===== config.mk =====
export PLATFORM = sky130hd
export DESIGN_NAME = usb_rx_timer
export DESIGN_NICKNAME = d
export VERILOG_FILES = /design/src/rtl/usb_rx_timer.sv
export SDC_FILE = /design/constraint.sdc
export NUM_CORES = 1
export LEC_CHECK = 0
export ABC_AREA = 1
export ABC_CLOCK_PERIOD_IN_PS = 1100
export CORE_AREA = 10 10 47 49
export CTS_BUF_LIST = sky130_fd_sc_hd__clkbuf_4 sky130_fd_sc_hd__clkbuf_8
export CTS_CLUSTER_DIAMETER = 50
export DETAILED_ROUTE_END_ITERATION = 16
export DIE_AREA = 0 0 57 59
export SLEW_MARGIN = 10
export SYNTH_ARGS = -nofsm -noshare
export SYNTH_HDL_FRONTEND = slang
export SYNTH_SLANG_ARGS = --single-unit

===== constraint.sdc =====
create_clock -name clk -period 1.1 [get_ports clk]
set_input_delay 0.22 -clock clk [delete_from_list [all_inputs] [get_ports clk]]
set_output_delay 0.22 -clock clk [all_outputs]
set_load 0.01 [all_outputs]

===== src/rtl/usb_rx_timer.sv =====
// USB receive bit timer: realigns a per-bit phase counter on every D+ edge and
// produces a mid-bit shift strobe plus a byte-complete strobe every BITS_PER_BYTE bits.
module usb_rx_timer #(
  parameter int CLKS_PER_BIT  = 8,
  parameter int SAMPLE_POINT  = 3,
  parameter int BITS_PER_BYTE = 8
) (
  input  logic                             clk,
  input  logic                             rst,
  input  logic                             d_edge,
  input  logic                             rcving,
  output logic                             shift_enable,
  output logic                             byte_received,
  output logic [$clog2(BITS_PER_BYTE)-1:0] bit_count
);

  localparam int PW = $clog2(CLKS_PER_BIT);
  localparam int BW = $clog2(BITS_PER_BYTE);

  localparam logic [PW-1:0] PHASE_ZERO   = '0;
  localparam logic [PW-1:0] PHASE_ONE    = PW'(1);
  localparam logic [PW-1:0] PHASE_LAST   = PW'(CLKS_PER_BIT - 1);
  localparam logic [PW-1:0] PHASE_SAMPLE = PW'(SAMPLE_POINT);
  localparam logic [BW-1:0] BIT_ZERO     = '0;
  localparam logic [BW-1:0] BIT_ONE      = BW'(1);
  localparam logic [BW-1:0] BIT_LAST     = BW'(BITS_PER_BYTE - 1);

  typedef enum logic {
    IDLE = 1'b0,
    RUN  = 1'b1
  } state_t;

  state_t        state;
  logic [PW-1:0] phase;

  // Decoded purely from registered state, so a resync edge arriving on the
  // sample cycle cannot cancel the strobe already in progress.
  assign shift_enable = (state == RUN) && (phase == PHASE_SAMPLE);

  always_ff @(posedge clk or posedge rst) begin
    if (rst) begin
      state         <= IDLE;
      phase         <= PHASE_ZERO;
      bit_count     <= BIT_ZERO;
      byte_received <= 1'b0;
    end else begin
      // Dropping the receive window discards the byte, so its strobe is gated too.
      byte_received <= shift_enable && (bit_count == BIT_LAST) && rcving;

      case (state)
        IDLE: begin
          phase     <= PHASE_ZERO;
          bit_count <= BIT_ZERO;
          if (rcving && d_edge) begin
            // The edge cycle itself counts as phase 0.
            state <= RUN;
            phase <= PHASE_ONE;
          end
        end

        RUN: begin
          if (!rcving) begin
            state     <= IDLE;
            phase     <= PHASE_ZERO;
            bit_count <= BIT_ZERO;
          end else begin
            if (d_edge) begin
              phase <= PHASE_ONE;
            end else if (phase == PHASE_LAST) begin
              phase <= PHASE_ZERO;
            end else begin
              phase <= phase + PHASE_ONE;
            end

            if (shift_enable) begin
              if (bit_count == BIT_LAST) begin
                bit_count <= BIT_ZERO;
              end else begin
                bit_count <= bit_count + BIT_ONE;
              end
            end
          end
        end

        default: begin
          state     <= IDLE;
          phase     <= PHASE_ZERO;
          bit_count <= BIT_ZERO;
        end
      endcase
    end
  end

endmodule


==> flow_metrics.env <==
export IMPL_crit_type="reg -> out"
export IMPL_instances_no_fill=78
export IMPL_synthCells=41
export IMPL_grt_busiest_layer="met2"
export IMPL_intPower_mw=0.461
export IMPL_finalHoldViolations=0
export IMPL_synth_cell_types=11
export IMPL_cts_root_buffer="clkbuf_4"
export IMPL_clock_latency_ns=0.26
export IMPL_path_max_fanout=2
export IMPL_finalCritPeriodShare=1.30
export IMPL_fmax_mhz=699
export IMPL_dr_pass1_iters=5
export IMPL_die_w_um=57
export IMPL_ys_seq_elements=8
export IMPL_use_met3=0.0150
export IMPL_synth_area_per_cell_um2=9.34
export IMPL_worst_ep_required_time_ns=0.88
export IMPL_drt_iter0_drc=6
export IMPL_placed_cells=70
export IMPL_rsz0062_at_grt="true"
export IMPL_period_minus_slack_ns=1.43
export IMPL_cts_htree_levels=1
export IMPL_rrSetupSlack_ns=-0.20
export IMPL_nets=73
export IMPL_crit_buf_inv=2
export IMPL_sequentialPowerShare=0.510
export IMPL_switching_share=0.240
export IMPL_area_growth_pct=69.9
export IMPL_worst_slack_ns=-0.330
export IMPL_start_util=0.273
export IMPL_synth_area_top_cells="dfrtp_1 (52%), ha_1 (16%), nand2_1 (11%), inv_1 (5.9%), a21oi_1 (3.9%)"
export IMPL_via_per_inst=4.35
export IMPL_timing_slew_headroom=0.790
export IMPL_num_rows=14
export IMPL_yosysMostFrequentCell="nand2_1"
export IMPL_num_io_pins=9
export IMPL_cts_path_max_buffers=2
export IMPL_die_y_um=59
export IMPL_startpoint_type="flip-flop"
export IMPL_maxCapViolCount=0
export IMPL_setup_tns_final_ns=-1.24
export IMPL_dieArea_mm2=0.00336
export IMPL_power_frac_comb=0.111
export IMPL_synth_top_area_cell="dfrtp_1"
export IMPL_crit_family="flip-flops"
export IMPL_r2r_end="bit_count[1]"
export IMPL_core_mm2=0.00140
export IMPL_synth_nets=50
export IMPL_reg2reg_depth=7
export IMPL_synth_cell_area_um2=383
export IMPL_p_per_area_mw_per_mm2=932
export IMPL_placed_cell_area_um2=538
export IMPL_switching_power_mw=0.146
export IMPL_met2_usage=0.104
export IMPL_place_congestion=0.755
export IMPL_slowest_stage="dfrtp_1"
export IMPL_final_util=0.464
export IMPL_fillers=133
export IMPL_cp_cell_sequence="ha_4 > ha_4 > nand2_2 > inv_2 > buf_6"
export IMPL_async_flop_share=1.00
export IMPL_antennaDiodeCount=0
export IMPL_numCtsBuffers=3
export IMPL_clk_pin_slew_ns=0.06
export IMPL_ir_drop_uv=769
export IMPL_postRouteWirelength_um=976
export IMPL_violations="setup timing"
export IMPL_grt_use_met1=0.0588
export IMPL_synth_top_flop_cell="dfrtp_1"
export IMPL_io_buffers=8
export IMPL_cp_end_kind="primary output"
export IMPL_regArea_um2=200
export IMPL_cp_common_cell="ha_4"
export IMPL_drive_above_1_share=0.581
export IMPL_hold_slack_ns=0.210
export IMPL_synth_edff_count=0
export IMPL_grt_pass1_vias=356
export IMPL_route_detailed_drc=0
export IMPL_final_setup_skew_ns=0.00719
export IMPL_ys_seq_area_frac=0.523
export IMPL_hp_class="in -> async"
export IMPL_wl_per_cell_um=12.5
export IMPL_cts_sinks=8
export IMPL_cp_arrival_ns=1.21
export IMPL_grt_pass1_wl_mm=1.59
export IMPL_setup_viol=6
export IMPL_cts_hold_fix_buffers=0
export IMPL_hpwlAfterDp_um=617
export IMPL_vias=339
export IMPL_multi_input_comb_area_um2=223
export IMPL_antenna_found_initial=0
export IMPL_finalMaxSlewViolations=0
export IMPL_synth_top_cell_area_share=0.523
export IMPL_cts_tree="yes"
export IMPL_clkPwrFrac=0.379
export IMPL_grt_overflow_total=0
export IMPL_ant_nets=0
export IMPL_p_leak_nw=0.315
export IMPL_final_cell_area_um2=651
export IMPL_status="finished, violations left"
export IMPL_yosys_top_cells_count="nand2_1 (11), dfrtp_1 (8), inv_1 (6)"
export IMPL_yosys_warnings=0
export IMPL_max_stage_delay_ns=0.41
export IMPL_grt_max_degree=9
export IMPL_tightest_slew_ns=0.314
export IMPL_track_usage=0.0650
export IMPL_reg2reg_from="phase[0]"
[power by group through the flow]
stage / registers (mW) / clock network (mW) / logic (mW)
after global placement: 0.312 / 0 / 0.0507
after CTS: 0.306 / 0.234 / 0.0572
final: 0.309 / 0.230 / 0.0671
after detailed placement: 0.312 / 0 / 0.0498
after floorplan: 0.311 / 0 / 0.0240
after global routing: 0.310 / 0.251 / 0.0747
[sequential cells by signal, indices dropped and copies added, names as in the netlist]
signal         flops
bit_count          3
phase              3
byte_received      1
state              1
[layout by cell type, fill, tap and decap left out]
| cell type | netlist | layout |
|---|---|---|
| o21ai_2 | 0 | 1 |
| ha_2 | 0 | 1 |
| clkbuf_4 | 0 | 3 |
| ha_4 | 0 | 3 |
| buf_4 | 0 | 7 |
| a21oi_2 | 0 | 3 |
| buf_2 | 0 | 2 |
| nor3_2 | 1 | 2 |
| clkdlybuf4s15_1 | 0 | 1 |
| buf_6 | 0 | 4 |
| inv_2 | 2 | 3 |
| dfrtp_1 | 8 | 8 |
| inv_1 | 6 | 4 |
| nor2_1 | 2 | 2 |
| nand2_2 | 1 | 5 |
| ha_1 | 5 | 1 |
| clkbuf_2 | 0 | 1 |
| nand2_1 | 11 | 7 |
| clkdlybuf4s50_1 | 0 | 3 |
| inv_4 | 0 | 1 |
[worst reg2reg max path: cells and delay by family (launching register included)]
| family | cells | cell delay (ns) |
|---|---|---|
| and+or+nand+nor | 1 | 0.05 |
| DFF | 1 | 0.41 |
| buffers and inverters | 3 | 0.31 |
| adders and majority gates | 2 | 0.35 |
| AOI/OAI and AO/OA | 1 | 0.11 |
[worst max path at each step]
| stage | from | end | slack (ns) | depth (start not counted) |
|---|---|---|---|---|
| 3_5_place_dp | phase[0] | shift_enable | -0.41 | 5 |
| 2_1_floorplan | bit_count[0] | bit_count[2] | 0.01 | 4 |
| 3_3_place_gp | phase[0] | shift_enable | -0.40 | 5 |
| 5_1_grt | phase[0] | shift_enable | -0.38 | 5 |
| 6_report | phase[0] | shift_enable | -0.33 | 5 |
| 4_1_cts | phase[0] | shift_enable | -0.32 | 5 |
[final cells by class]
class                   count  share of cell area
repair buffers             18               0.235
clock buffers               3              0.0346
inverters                   8              0.0500
multi-input cells          25               0.342
flip-flops and latches      8               0.308
well taps                  16              0.0308
[timing repair]
item,CTS,global route
setup buffers,3,3
gates resized for setup,23,15
pin swaps,5,6
endpoints found under the setup margin,10,7
[per-stage QoR]
step	total power, mW	worst slack (ns)
after global routing	0.636	-0.381
after floorplan	0.335	0.0103
after CTS	0.598	-0.322
after global placement	0.362	-0.400
after detailed placement	0.362	-0.407
final	0.606	-0.330
[kinds of logic after synthesis]
| family | synth area share |
|---|---|
| buffers and inverters | 0.0784 |
| AO/OA/AOI/OAI | 0.0523 |
| flip-flops | 0.523 |
| AND/OR/NAND/NOR | 0.183 |
| adder cells (fa/ha/maj) | 0.163 |
[metal layers]
metal / vias up / share of wire
li1: 170 / -
met1: 159 / 0.38
met5: - / 0
met4: 0 / 0.063
met3: 4 / 0.044
met2: 6 / 0.52
Note: power is estimated with default switching activity, not from simulation.
